==> config.mk <==
export PLATFORM = sky130hd
export DESIGN_NAME = imem_boot_loader
export DESIGN_NICKNAME = d
export VERILOG_FILES = /design/src/rtl/imem_loader_pkg.sv /design/src/rtl/imem_word_assembler.sv /design/src/rtl/imem_boot_loader.sv
export SDC_FILE = /design/constraint.sdc
export NUM_CORES = 1
export LEC_CHECK = 0
export CORE_MARGIN = 8
export CORE_UTILIZATION = 65
export DETAILED_ROUTE_END_ITERATION = 12
export DONT_BUFFER_PORTS = 1
export GPL_ROUTABILITY_DRIVEN = 0
export PLACE_DENSITY_LB_ADDON = 0.1
export SYNTH_ARGS = -nofsm -noshare
export SYNTH_HDL_FRONTEND = slang
export SYNTH_SLANG_ARGS = --single-unit
==> constraint.sdc <==
create_clock -name clk -period 3.3 [get_ports clk]
set_clock_uncertainty 0.05 [all_clocks]
set_input_delay 0.66 -clock clk [delete_from_list [all_inputs] [get_ports clk]]
set_output_delay 0.66 -clock clk [all_outputs]
set_load 0.1 [all_outputs]
==> src/rtl/imem_loader_pkg.sv <==
// Shared definitions for the instruction-memory boot loader: FSM state
// encoding and stream framing constants.
package imem_loader_pkg;

    typedef enum logic [2:0] {
        IDLE  = 3'd0,
        HDR0  = 3'd1,
        HDR1  = 3'd2,
        DATA  = 3'd3,
        CSUM  = 3'd4,
        FIN   = 3'd5,
        ERROR = 3'd6
    } loader_state_t;

    // Word-count header length in bytes (little-endian).
    localparam int HDR_BYTES      = 2;
    // Bytes per instruction word (little-endian).
    localparam int BYTES_PER_WORD = 4;

endpackage : imem_loader_pkg

==> src/rtl/imem_word_assembler.sv <==
// Collects little-endian bytes into 32-bit words. The first three bytes are
// held in lane registers; the fourth byte is combined with them directly so
// word_valid/word_data are available in the same cycle as the final transfer.
module imem_word_assembler
    import imem_loader_pkg::*;
(
    input  logic        clk,
    input  logic        reset,
    input  logic        byte_fire,
    input  logic [7:0]  byte_data,
    output logic        word_valid,
    output logic [31:0] word_data
);

    localparam int LANE_W = $clog2(BYTES_PER_WORD);

    logic [LANE_W-1:0]                   lane_reg;
    logic [BYTES_PER_WORD-2:0][7:0]      lane_bytes_reg;

    // Lane counter wraps after the last byte of each word.
    always_ff @(posedge clk) begin
        if (reset) begin
            lane_reg <= '0;
        end else if (byte_fire) begin
            lane_reg <= lane_reg + 1'b1;
        end
    end

    // One register per low lane; each captures the byte arriving in its slot.
    for (genvar gi = 0; gi < BYTES_PER_WORD - 1; gi++) begin : g_lane
        always_ff @(posedge clk) begin
            if (reset) begin
                lane_bytes_reg[gi] <= '0;
            end else if (byte_fire && (lane_reg == LANE_W'(gi))) begin
                lane_bytes_reg[gi] <= byte_data;
            end
        end
    end

    assign word_valid = byte_fire && (lane_reg == LANE_W'(BYTES_PER_WORD - 1));
    assign word_data  = {byte_data, lane_bytes_reg};

endmodule : imem_word_assembler

==> src/rtl/imem_boot_loader.sv <==
// Boot loader for the instruction RAM. Parses a byte stream consisting of a
// 16-bit little-endian word count followed by that many little-endian words,
// writes each word to the RAM write port and releases the core from reset
// once the image is complete.
// Optional feature: define IMEM_LOADER_CHECKSUM_EN to require a trailing
// XOR checksum byte over all header and data bytes before release.
module imem_boot_loader
    import imem_loader_pkg::*;
#(
    parameter int DATA_WIDTH = 32,
    parameter int ADDR_WIDTH = 32,
    parameter int MEM_SIZE   = 512
) (
    input  logic                  clk,
    input  logic                  reset,
    input  logic                  byte_valid,
    input  logic [7:0]            byte_data,
    output logic                  byte_ready,
    output logic                  imem_we,
    output logic [ADDR_WIDTH-1:0] imem_waddr,
    output logic [DATA_WIDTH-1:0] imem_wdata,
    output logic                  cpu_reset,
    output logic                  load_done,
    output logic                  load_err
);

    localparam int IDX_W = $clog2(MEM_SIZE) + 1;
    localparam int CNT_W = HDR_BYTES * 8;

`ifdef IMEM_LOADER_CHECKSUM_EN
    localparam loader_state_t IMAGE_END_STATE = CSUM;
`else
    localparam loader_state_t IMAGE_END_STATE = FIN;
`endif

    loader_state_t          state_reg, state_next;
    logic [CNT_W-1:0]       word_count_reg;
    logic [CNT_W-1:0]       header_count;
    logic [IDX_W-1:0]       word_index_reg;
    logic                   we_reg;
    logic [ADDR_WIDTH-1:0]  waddr_reg;
    logic [DATA_WIDTH-1:0]  wdata_reg;
    logic                   done_reg;
    logic                   byte_fire;
    logic                   asm_fire;
    logic                   word_valid;
    logic [31:0]            word_data;
    logic                   last_word;
`ifdef IMEM_LOADER_CHECKSUM_EN
    logic [7:0]             csum_reg;
`endif

    assign byte_ready = (state_reg == HDR0) || (state_reg == HDR1) ||
                        (state_reg == DATA) || (state_reg == CSUM);
    assign byte_fire  = byte_valid && byte_ready;
    assign asm_fire   = byte_fire && (state_reg == DATA);

    // Full count as seen while the high header byte is on the bus.
    assign header_count = {byte_data, word_count_reg[7:0]};
    // The word currently completing is the last one of the image.
    assign last_word    = (CNT_W'(word_index_reg) + CNT_W'(1)) == word_count_reg;

    imem_word_assembler u_word_assembler (
        .clk        (clk),
        .reset      (reset),
        .byte_fire  (asm_fire),
        .byte_data  (byte_data),
        .word_valid (word_valid),
        .word_data  (word_data)
    );

    // Next-state logic for the stream parser.
    always_comb begin
        state_next = state_reg;
        case (state_reg)
            IDLE: state_next = HDR0;
            HDR0: if (byte_fire) state_next = HDR1;
            HDR1: begin
                if (byte_fire) begin
                    if (header_count > CNT_W'(MEM_SIZE)) begin
                        state_next = ERROR;
                    end else if (header_count == '0) begin
                        state_next = IMAGE_END_STATE;
                    end else begin
                        state_next = DATA;
                    end
                end
            end
            DATA: if (word_valid && last_word) state_next = IMAGE_END_STATE;
`ifdef IMEM_LOADER_CHECKSUM_EN
            CSUM: if (byte_fire) state_next = (byte_data == csum_reg) ? FIN : ERROR;
`endif
            default: state_next = state_reg;
        endcase
    end

    // State register.
    always_ff @(posedge clk) begin
        if (reset) begin
            state_reg <= IDLE;
        end else begin
            state_reg <= state_next;
        end
    end

    // Header capture: low byte first, full count once the high byte arrives.
    always_ff @(posedge clk) begin
        if (reset) begin
            word_count_reg <= '0;
        end else if (byte_fire && (state_reg == HDR0)) begin
            word_count_reg[7:0] <= byte_data;
        end else if (byte_fire && (state_reg == HDR1)) begin
            word_count_reg <= header_count;
        end
    end

    // Write port: register address/data of each completed word and pulse the
    // strobe for one cycle; the word index advances with every write.
    always_ff @(posedge clk) begin
        if (reset) begin
            we_reg         <= 1'b0;
            waddr_reg      <= '0;
            wdata_reg      <= '0;
            word_index_reg <= '0;
        end else begin
            we_reg <= word_valid;
            if (word_valid) begin
                waddr_reg      <= ADDR_WIDTH'({word_index_reg, 2'b00});
                wdata_reg      <= DATA_WIDTH'(word_data);
                word_index_reg <= word_index_reg + 1'b1;
            end
        end
    end

    // Completion flag rises one cycle after FIN is entered, so the final
    // write strobe always lands while the core is still held in reset.
    always_ff @(posedge clk) begin
        if (reset) begin
            done_reg <= 1'b0;
        end else if (state_reg == FIN) begin
            done_reg <= 1'b1;
        end
    end

`ifdef IMEM_LOADER_CHECKSUM_EN
    // Running XOR over every header and data byte (not the checksum itself).
    always_ff @(posedge clk) begin
        if (reset) begin
            csum_reg <= '0;
        end else if (byte_fire && (state_reg != CSUM)) begin
            csum_reg <= csum_reg ^ byte_data;
        end
    end
`endif

    assign imem_we    = we_reg;
    assign imem_waddr = waddr_reg;
    assign imem_wdata = wdata_reg;
    assign load_done  = done_reg;
    assign cpu_reset  = ~done_reg;
    assign load_err   = (state_reg == ERROR);

endmodule : imem_boot_loader
-- Word-level counts from Yosys, hierarchy flattened
Cells that the tools add are included.
- output and inout port bits: 69
- register bits: 99
- $add $sub $neg: 3
- bitwise operators: 2
- reductions and logical operators: 18
- eq/ne operators: 13
- order comparisons: 1
- multiplexer cells: 7
- operators by type and width (kind ; count):
    11-bit by 16-bit equality test with 1-bit output ; 1
    16-bit by 10-bit greater-than comparator with 1-bit output, second input constant ; 1
    16-bit zero test ; 1
    3-bit two-way mux ; 5
    3-bit one-hot mux with 4 select lines ; 1
    10-bit by 1-bit adder with 11-bit output, second input constant ; 1
    10-bit by 1-bit adder with 10-bit output, second input constant ; 1
    3-bit equality test, second input constant ; 3
    1-bit logical AND ; 9
    8-bit two-way mux ; 1
    3-bit by 2-bit equality test with 1-bit output, second input constant ; 2
    2-bit equality test, second input constant ; 2
    2-bit != test, second input constant ; 2
    4-bit AND reduction ; 1
    4-bit nonzero test ; 1
    3-bit by 1-bit equality test with 1-bit output, second input constant ; 1
    3-bit zero test ; 1
    1-bit logical OR ; 3
    2-bit by 1-bit adder with 2-bit output, second input constant ; 1
    2-bit by 1-bit equality test with 1-bit output, second input constant ; 1
    2-bit zero test ; 1
    2-bit by 1-bit != test with 1-bit output, second input constant ; 1
    1-bit inverter ; 2
    2-bit AND reduction ; 1

-- Logic depth before layout (Yosys ltp)
Gate-level depths: netlist of the first run.
- word-level depth: 10
- gate-level depth with buffers: 9
- depth with buffers taken out: 7

-- Modules after synthesis
Synthesis of the first run repeated with hierarchy kept, for this count alone.
- cell total of the unflattened synthesis: 464
- area, all modules: 4409.2 um2
- by module, submodules not included (module ; cells each ; times used ; seq. area each (um2) ; area an instance (um2)):
    imem_boot_loader ; 355 ; 1 ; 1461.4 ; 3240.6
    imem_word_assembler ; 109 ; 1 ; 520.5 ; 1168.6

-- Least setup slack after synthesis of the first run
OpenSTA, ideal clock, no wires.
- kind: register to output
- start point: register state_reg[0]
- end point: output port byte_ready
- arrival time: 2014 ps
- data required time: 2590 ps
- buffers on the path: 0
- setup slack: 576 ps
- cell stages (with the launch flop): 3
- cells stage by stage: dfxtp_1 -> nor2_1 -> xnor2_1
- word-level cells in the longest chain between the ends: 4
- elaborated cells between the ends (all ways): 7
- ends and longest elaborated chain (what ; RTL line ; source):
    start: declaration ; imem_boot_loader.sv:36 ; loader_state_t state_reg, state_next;
    start signal: assignment ; imem_boot_loader.sv:102 ; state_reg <= state_next;
    3-bit by 1-bit equality test with 1-bit output or 3-bit by 2-bit equality test with 1-bit output (tied branches) ; imem_boot_loader.sv:53 ; assign byte_ready = (state_reg == HDR0) || (state_reg == HDR1) ||
    1-bit logical OR (2 in series) ; imem_boot_loader.sv:53 ;
    1-bit logical OR * ; imem_boot_loader.sv:54 ; (state_reg == DATA) || (state_reg == CSUM);
    end: declaration ; imem_boot_loader.sv:18 ; output logic byte_ready,
Mark *: on every way between the ends. The rest lies on a longest branch, timed or not.

-- Final worst setup path of the first run
- start point: register word_index_reg[0]
- end point: register state_reg[1]
- word-level cells in the longest chain between the ends: 5
- ends and longest elaborated chain (what ; RTL line ; source):
    start: declaration ; imem_boot_loader.sv:39 ; logic [IDX_W-1:0] word_index_reg;
    start signal: assignment ; imem_boot_loader.sv:130 ; word_index_reg <= word_index_reg + 1'b1;
    10-bit by 1-bit adder with 11-bit output ; imem_boot_loader.sv:61 ; assign last_word = (CNT_W'(word_index_reg) + CNT_W'(1)) == word_count_reg;
    11-bit by 16-bit equality test with 1-bit output ; imem_boot_loader.sv:61 ;
    1-bit logical AND ; imem_boot_loader.sv:89 ; DATA: if (word_valid && last_word) state_next = IMAGE_END_STATE;
    2-bit by 1-bit != test with 1-bit output (no source line) ; - ;
    4-bit AND reduction (no source line) ; - ;
Every way passes these cells.
A chain may end at the register's enable or synchronous reset.

==> flow_summary.json, run 1 <==
{
  "startpoint": "word_index_reg[0]",
  "powerDensity_nw_per_um2": 531,
  "avgSynthCellArea_um2": 7.80,
  "crit_chain": "ha_1 > nand2_1 > or4b_2 > a21oi_1 > o2111ai_1 > o2bb2ai_1",
  "ys_types": 40,
  "min_delay_path_depth": 1,
  "post-cts-setup-buffers": 0,
  "finalCritPeriodShare_pct": 73.5,
  "hp-class": "in -> reg",
  "use_met1_pct": 25.3,
  "outcome": "complete, no violations",
  "core_area_um2": 6310,
  "grtUsageMet2_pct": 35.8,
  "synth_cells": 539,
  "synth_fa_ha_area_share_pct": 1.49,
  "fillers": 559,
  "hpwlAfterDp_um": 6400,
  "clock_latency_ns": 0.36,
  "crit_path_start_kind": "register",
  "tns_ns": 0,
  "ys_ff_latch": 99,
  "synth_area_um2": 4200,
  "antenna_found_initial": 0,
  "grt.busiest_layer": "met2",
  "cts_buffers": 9,
  "slowest_delay_ns": 0.63,
  "synthMuxAreaShare_pct": 0,
  "path_class": "reg -> reg",
  "drt_iter0_markers": 200,
  "yosysWarnings": 0,
  "pin_count": 80,
  "largest_reg_flops": 32,
  "postCtsHoldBufs": 0,
  "die_w_um": 96.4,
  "initial_core_util_pct": 66.5,
  "drv_slew": 0,
  "mostFrequentLayoutCells": "nand2_1 (156), dfxtp_1 (99), a21oi_1 (89)",
  "rows": 29,
  "endpoint": "state_reg[1]",
  "power_w": 0.00231,
  "postRouteAntennaNets": 0,
  "vias_per_cell": 5.66,
  "r2r_start": "word_index_reg[0]",
  "min_period_ns": 2.43,
  "path_max_fanout": 12,
  "max-slew-margin-rel_pct": 32.9,
  "cts_resized": 0,
  "layout-drive-gt1-share_pct": 5.33,
  "grt_usage_pct": 21.4,
  "clk_transition_reported_paths_ns": 0.09,
  "required_ns": 3.50,
  "synthXorXnorAreaFrac_pct": 5.21,
  "critPathCaptureType": "register",
  "whs_ns": 0.316,
  "syn2layout_area_growth_pct": 3.63,
  "mostFrequentLayoutCell": "nand2_1",
  "nNetsFinal": 537,
  "cts_sinks": 99,
  "ys_seq_area_share_pct": 47.2,
  "fmax_mhz": 412,
  "wl_um": 9590,
  "grt_pass1_vias": 3289,
  "p_leak_nw": 1.44,
  "die_area_um2": 9290,
  "cp.arrival_ns": 2.62,
  "tightest_slew_ns": 1.01,
  "vdd_ir_drop_max_v": 0.000419,
  "cap_violations": 0,
  "cts-htree-levels": 3,
  "rsz0062_at_grt": "no",
  "die_y_um": 96.4,
  "clk_path_buf_depth": 2,
  "portBuffers": 0,
  "diodes": 0,
  "r2r_cells": 6,
  "grtUsageMet3_pct": 6.96,
  "vias": 3405,
  "rr_endpoint": "state_reg[1]",
  "cts_tree": "yes",
  "yosys.area_share.simple_pct": 24.7,
  "grt_overflow": 0,
  "drc": 0,
  "r2r_setup_slack_ns": 0.87,
  "synth_top_family_by_area": "simple AND/OR/NAND/NOR gates",
  "critPathSlowestCell": "or4b_2",
  "hold_viol": 0,
  "setup_viol_count_final": 0,
  "postLayoutCoreUtil_pct": 69.0,
  "grt_pass1_wl_um": 15800,
  "first_pass_iters": 4,
  "synth-compound-area-share_pct": 13.5,
  "grt_max_degree": 101,
  "cts_root_buf": "clkbuf_8",
  "wl_per_cell_um": 15.9
}
final cells by class:
type | instances | area [um^2] | area share [%]
tap | 77 | 96.3 | 2.21
timing repair buffer | 9 | 67.6 | 1.55
clock buffer | 9 | 124 | 2.84
sequential | 99 | 1980 | 45.5
multi-input combinational | 398 | 1980 | 45.5
clock inverter | 6 | 88.8 | 2.04
inverter | 4 | 15.0 | 0.345
metal layers:
| layer | share of wire [%] | up-vias |
|---|---|---|
| li1 | - | 1697 |
| met1 | 41 | 1584 |
| met2 | 48 | 109 |
| met3 | 10 | 15 |
| met4 | 1.2 | 0 |
| met5 | 0 | - |
worst max-delay path, delay by kind of cell (launching register included):
family                     cells  cell delay, ns
adders and majority gates      1            0.49
and+or+nand+nor                2            0.79
DFF                            1            0.49
AOI/OAI and AO/OA              3            0.50
report_power, final:
group | internal, W | switching (W) | total, W
Clock | 0.000424 | 0.000415 | 0.000839
Combinational | 0.0000442 | 0.000196 | 0.000240
Sequential | 0.00121 | 0.0000204 | 0.00123
Total | 0.00168 | 0.000631 | 0.00231
synthesized netlist by cell type:
library cell / count / area, um^2
a21o_1: 1 / 7.51
a21oi_1: 89 / 445
a221oi_1: 1 / 8.76
a311oi_2: 1 / 15.0
a31oi_1: 2 / 12.5
and2_1: 5 / 31.3
and3_1: 3 / 18.8
and4_1: 1 / 8.76
and4b_1: 1 / 10.0
buf_1: 5 / 18.8
buf_2: 5 / 25.0
buf_4: 22 / 165
clkbuf_1: 27 / 101
conb_1: 1 / 3.75
dfxtp_1: 99 / 1980
ha_1: 5 / 62.6
inv_1: 4 / 15.0
nand2_1: 156 / 586
nand3_1: 31 / 155
nand3_2: 1 / 10.0
nand4_1: 3 / 18.8
nand4b_1: 1 / 8.76
nor2_1: 21 / 78.8
nor2b_1: 4 / 25.0
nor3_1: 5 / 25.0
nor3b_1: 2 / 15.0
nor4_1: 3 / 18.8
o2111ai_1: 2 / 17.5
o211ai_1: 2 / 15.0
o21ai_0: 3 / 15.0
o21bai_1: 1 / 7.51
o221ai_1: 1 / 8.76
o2bb2ai_1: 1 / 8.76
o31ai_1: 1 / 7.51
or2_0: 1 / 6.26
or3_1: 1 / 6.26
or4_1: 1 / 7.51
or4b_2: 1 / 10.0
xnor2_1: 16 / 140
xor2_1: 9 / 78.8
cells by family (layout without fill, tap and decap cells):
kind of cell    Yosys count  in the layout
compound gates          105            105
xor+xnor                 25             25
other cells               1             22
buf+inv                  63             28
simple gates            241            241
fa+ha+maj                 5              5
flops                    99             99
worst min-delay path by stage:
| stage | startpoint | endpoint | slack (ns) |
|---|---|---|---|
| after CTS | reset | imem_wdata[9] | 0.30 |
| after global routing | reset | imem_wdata[9] | 0.29 |
| final | reset | imem_wdata[10] | 0.32 |
| after global placement | word_count_reg[11] | word_count_reg[11] | 0.38 |
| after floorplan | word_count_reg[13] | word_count_reg[13] | 0.38 |
| after detailed placement | word_count_reg[13] | word_count_reg[13] | 0.39 |
metrics by stage:
step,area (um^2),setup WS (ns),cells
final,4350,0.874,602
after global routing,4350,0.735,602
after detailed placement,4140,0.924,587
after floorplan,4280,0.576,560
after global placement,4140,1.03,587
after CTS,4350,0.903,602
Note: power is estimated with default switching activity, not from simulation.
==> run 2, diff against run 1 <==
--- a/config.mk
+++ b/config.mk
@@ -6,7 +6,7 @@
 export NUM_CORES = 1
 export LEC_CHECK = 0
 export CORE_MARGIN = 8
-export CORE_UTILIZATION = 65
+export CORE_UTILIZATION = 56
 export DETAILED_ROUTE_END_ITERATION = 12
 export DONT_BUFFER_PORTS = 1
 export GPL_ROUTABILITY_DRIVEN = 0
==> constraint.sdc (replaced) <==
create_clock -name clk -period 2 [get_ports clk]
set_clock_uncertainty 0.05 [all_clocks]
set_input_delay 0.4 -clock clk [delete_from_list [all_inputs] [get_ports clk]]
set_output_delay 0.4 -clock clk [all_outputs]
set_load 0.1 [all_outputs]
==> flow_summary.json, run 2 (synthesized netlist as in run 1, its figures left out) <==
{
  "grt_overflow": 0,
  "layout-drive-gt1-share_pct": 16.4,
  "pwr-share-comb_pct": 11.7,
  "cts_sinks": 99,
  "wl_um": 10200,
  "vias": 3524,
  "min_period_ns": 1.93,
  "antenna_found_initial": 0,
  "outcome": "complete, no violations",
  "syn2layout_area_growth_pct": 14.4,
  "p_leak_nw": 1.72,
  "wl_per_cell_um": 15.0,
  "p_clk_share_pct": 32.3,
  "grt_pass1_vias": 3314,
  "clk_path_buf_depth": 2,
  "die_y_um": 103,
  "drt_iter0_markers": 182,
  "r2r_cells": 6,
  "layout.cells.non_filler": 679,
  "required_ns": 2.22,
  "path_class": "reg -> reg",
  "cts_buffers": 9,
  "postRouteAntennaNets": 0,
  "diodes": 0,
  "tns_ns": 0,
  "whs_ns": 0.0415,
  "switchingPower_w": 0.00104,
  "vdd_ir_drop_max_v": 0.000486,
  "cts_resized": 0,
  "cp.arrival_ns": 2.15,
  "hp-class": "in -> reg",
  "hold_start": "reset",
  "fmax_mhz": 519,
  "finalCritPeriodShare_pct": 96.4,
  "power_w": 0.00362,
  "hpwlAfterDp_um": 6990,
  "mostFrequentLayoutCell": "nand2_1",
  "initial_core_util_pct": 57.9,
  "clock_latency_ns": 0.37,
  "pin_count": 80,
  "sw_frac_of_total_pct": 28.7,
  "vias_per_cell": 5.19,
  "p_int_w": 0.00258,
  "path_max_fanout": 2,
  "dp_cells": 663,
  "clk_transition_reported_paths_ns": 0.10,
  "postCtsHoldBufs": 0,
  "mostFrequentLayoutCells": "nand2_1 (156), dfxtp_1 (93), a21oi_1 (88)",
  "cts-htree-levels": 3,
  "r2r_setup_slack_ns": 0.07,
  "portBuffers": 0,
  "rsz0062_at_grt": "yes",
  "rows": 31,
  "drv_slew": 0,
  "r2r_start": "word_count_reg[15]",
  "grt_usage_pct": 19.7,
  "nNetsFinal": 591,
  "hold_end": "imem_wdata[7]",
  "hold_viol": 0,
  "first_pass_iters": 4,
  "power_frac_seq_pct": 55.9,
  "crit_path_start_kind": "register",
  "powerDensity_nw_per_um2": 753,
  "die_w_um": 103,
  "critPathCaptureType": "register",
  "rr_endpoint": "state_reg[1]",
  "core_area_um2": 7250,
  "cap_violations": 0,
  "cts_root_buf": "clkbuf_8",
  "setup_viol_count_final": 0,
  "min_delay_path_depth": 1,
  "grt_pass1_wl_um": 16300,
  "post-cts-setup-buffers": 0,
  "die_area_um2": 10500,
  "grt_max_degree": 101,
  "largest_reg_flops": 32,
  "cts_tree": "yes",
  "drc": 0
}
[run 2: final cells by class]
type	count	area (um^2)
clock buffer	11	141
multi-input combinational	398	2010
timing repair buffer	63	485
clock inverter	5	37.5
inverter	4	18.8
tap	99	124
fill	652	2450
sequential	99	1990
[run 2: worst max-delay path, cell delays in order, from the launching register on]
cell	delay [ns]
dfxtp_2	0.33
or4_4	0.53
nor4_2	0.24
nand3_1	0.11
a311oi_2	0.22
o2111ai_2	0.19
o2bb2ai_2	0.15
[run 2: how the worst max path moves through the flow]
stage                                   from           end  slack (ns)
after global routing      word_count_reg[15]  state_reg[1]       -0.05
final                     word_count_reg[15]  state_reg[1]        0.07
after global placement     word_index_reg[1]  state_reg[1]        0.11
after CTS                  word_index_reg[1]  state_reg[1]        0.02
after detailed placement   word_index_reg[1]  state_reg[1]        0.02
after floorplan            word_index_reg[0]  state_reg[1]        0.06
[run 2: metrics by stage]
| stage | setup WS (ns) | area [um^2] | util, % |
|---|---|---|---|
| after floorplan | 0.0602 | 4290 | - |
| after global placement | 0.107 | 4590 | 63.3 |
| after detailed placement | 0.0229 | 4590 | 63.3 |
| after CTS | 0.0160 | 4770 | 65.8 |
| after global routing | -0.0467 | 4810 | 66.3 |
| final | 0.0719 | 4810 | 66.3 |
[run 2: power by group through the flow]
stage	Clock [W]	Combinational (W)	Sequential, W
floorplan	0	0.000418	0.00207
global route	0.00127	0.000449	0.00203
CTS	0.00120	0.000412	0.00202
global placement	0	0.000407	0.00207
finish	0.00117	0.000424	0.00202
detailed placement	0	0.000412	0.00207
[run 2: metal layers]
metal,part of all wire (%),vias up,global-route usage (%)
met5,0,-,0
met4,1.7,0,6.43
met3,7.7,14,5.13
met2,49,101,33.5
met1,41,1600,23.7
li1,-,1809,-
==> run 3, diff against run 2 <==
--- a/config.mk
+++ b/config.mk
@@ -6,11 +6,12 @@
 export NUM_CORES = 1
 export LEC_CHECK = 0
 export CORE_MARGIN = 8
-export CORE_UTILIZATION = 56
+export CORE_UTILIZATION = 57
 export DETAILED_ROUTE_END_ITERATION = 12
 export DONT_BUFFER_PORTS = 1
 export GPL_ROUTABILITY_DRIVEN = 0
 export PLACE_DENSITY_LB_ADDON = 0.1
 export SYNTH_ARGS = -nofsm -noshare
 export SYNTH_HDL_FRONTEND = slang
+export SYNTH_HIERARCHICAL = 1
 export SYNTH_SLANG_ARGS = --single-unit
==> flow_summary.json, run 3 <==
{
  "drc": 0,
  "power_frac_seq_pct": 52.7,
  "yosys-top-cells-count": "dfxtp_1 (99), mux2i_1 (77), nor2_1 (75), buf_4 (32), nand2b_1 (32)",
  "crit_family": "simple AND/OR/NAND/NOR gates",
  "p_int_w": 0.00280,
  "cts_tree": "yes",
  "critPathCaptureType": "register",
  "post-synth-top-count-cell": "dfxtp_1",
  "portBuffers": 0,
  "synth_top_area_cell": "dfxtp_1",
  "synth-edff-count": 0,
  "rows": 32,
  "ys_ff_latch": 99,
  "fmax_mhz": 471,
  "vias_per_cell": 5.00,
  "hold_viol": 0,
  "critPathSlowestCell": "a2111o_1",
  "initial_core_util_pct": 58.0,
  "yosys-top-cells-area": "dfxtp_1 (45%), mux2i_1 (17%), nor2_1 (6.4%)",
  "powerDensity_nw_per_um2": 750,
  "finalCritPeriodShare_pct": 106,
  "place_ws_ns": -0.325,
  "vias": 3113,
  "rsz0062_at_grt": "yes",
  "pwr-share-comb_pct": 10.0,
  "placed_cell_area_um2": 4790,
  "ys_types": 44,
  "synth_area_um2": 4410,
  "async_flop_share_pct": 0,
  "slowest_delay_ns": 0.36,
  "pin_count": 80,
  "cp_num_buf_inv": 0,
  "power_w": 0.00382,
  "nNetsFinal": 532,
  "clk_transition_reported_paths_ns": 0.10,
  "switchingPower_w": 0.00102,
  "yosysWarnings": 6,
  "grt_max_degree": 108,
  "drt_iter0_markers": 104,
  "die_w_um": 104,
  "syn2layout_area_growth_pct": 15.5,
  "setup_ws_ns": -0.121,
  "cts_sinks": 99,
  "antenna_found_initial": 0,
  "setup_viol_count_final": 2,
  "p_leak_nw": 2.06,
  "grt_pass1_vias": 2993,
  "violations": "negative setup slack",
  "grt_overflow": 0,
  "synth_ff_type": "dfxtp_1",
  "wl_um": 9050,
  "clock_latency_ns": 0.36,
  "grt_pass1_wl_um": 15100,
  "cts_root_buf": "clkbuf_8",
  "cts_buffers": 9,
  "wl_per_cell_um": 14.5,
  "crit_chain": "nor2b_4 > nand2_2 > nor2_2 > and2_4 > nor4b_4 > nand4_1 > nor4_2 > o2111ai_1 > a2111o_1 > o21a_1",
  "min_period_ns": 2.12,
  "layout-drive-gt1-share_pct": 20.7,
  "drv_slew": 0,
  "crit_path_start_kind": "register",
  "r2r_setup_slack_ns": -0.12,
  "synth_top_area_share_pct": 44.9,
  "hpwlAfterDp_um": 6260,
  "diodes": 0,
  "required_ns": 2.21,
  "die_area_um2": 10800,
  "first_pass_iters": 4,
  "mostFrequentLayoutCell": "dfxtp_1",
  "grt_usage_pct": 16.9,
  "die_y_um": 104,
  "largest_reg_flops": 32,
  "synth_cells": 464,
  "path_class": "reg -> reg",
  "tightest_slew_ns": 0.585,
  "ys_seq_area_share_pct": 44.9,
  "p_clk_share_pct": 37.3,
  "mostFrequentLayoutCells": "dfxtp_1 (97), mux2i_1 (77), buf_4 (75)",
  "cap_violations": 0,
  "path_max_fanout": 2,
  "clk_path_buf_depth": 2,
  "postRouteAntennaNets": 0,
  "design_area_um2": 5090,
  "vdd_ir_drop_max_v": 0.000454,
  "core_area_um2": 7610,
  "cts-htree-levels": 3,
  "outcome": "complete, but fails checks",
  "avgSynthCellArea_um2": 9.50,
  "cp.arrival_ns": 2.33,
  "hp-class": "in -> reg",
  "max-slew-margin-rel_pct": 60.8,
  "sw_frac_of_total_pct": 26.7
}
-- run 3: layer usage --
metal  wire (um)  vias to the layer above  GRT usage (%)
li1            -                     1584              -
met1        4260                     1438           21.8
met2        4070                       76           25.8
met3         585                       15           4.58
met4         142                        0           7.24
met5           0                        -              0
-- run 3: power by group through the flow --
stage	registers, W	clock network [W]	logic [W]
finish	0.00201	0.00143	0.000380
global route	0.00202	0.00154	0.000399
CTS	0.00201	0.00146	0.000375
detailed placement	0.00206	0	0.000365
global placement	0.00206	0	0.000363
floorplan	0.00206	0	0.000386
-- run 3: worst paths after layout --
| check | cells after the start | from | endpoint |
|---|---|---|---|
| hold reg to reg | 2 | u_word_assembler/word_data[2] | u_word_assembler/word_data[2] |
| setup / recovery | 10 | state_reg[2] | state_reg[1] |
| setup reg to reg | 10 | state_reg[2] | state_reg[1] |
| hold / removal | 1 | reset | imem_wdata[17] |
-- run 3: worst reg2reg max path, cell delays in order (launching register included) --
cell and delay, ns:
dfxtp_2 0.35, nor2b_4 0.12, nand2_2 0.06, nor2_2 0.12
and2_4 0.15, nor4b_4 0.16, nand4_1 0.16, nor4_2 0.16
o2111ai_1 0.15, a2111o_1 0.36, o21a_1 0.19
-- run 3: what timing repair did --
| item | CTS | global route |
|---|---|---|
| endpoints found under the setup margin | 2 | 3 |
| gates resized for setup | 5 | 2 |
| setup buffers | 7 | 1 |
| hold buffers | 0 | 0 |
| pin swaps | 7 | 6 |
| endpoints found under the hold margin | 0 | 0 |
-- run 3: final cells by class --
cell class                 instances  area (um^2)
clock buffer                      10          128
clock inverter                     6         95.1
fill                             651         2510
inverter                           6         26.3
multi-input combinational        324         2150
sequential                        99         1980
tap                              102          128
timing repair buffer              76          578
-- run 3: logic make-up after synthesis --
family                   Yosys count  synth area share [%]
AO/OA/AOI/OAI                     28                  4.09
XOR/XNOR                          25                  5.14
adder cells (fa/ha/maj)            5                  1.42
buffers and inverters             62                  8.65
flip-flops                        99                  44.9
multiplexers                      77                  17.5
other                              1                0.0850
AND/OR/NAND/NOR                  167                  18.2
-- run 3: per-stage QoR --
step	setup TNS, ns	hold slack, ns	std cells	utilization (%)
6_report	-0.171	0.0516	623	67.0
4_1_cts	-0.385	0.0345	622	66.8
5_1_grt	-0.395	0.0247	623	67.0
3_3_place_gp	-0.326	0.410	599	62.9
2_1_floorplan	-1.71	0.398	485	-
3_5_place_dp	-0.590	0.413	599	62.9
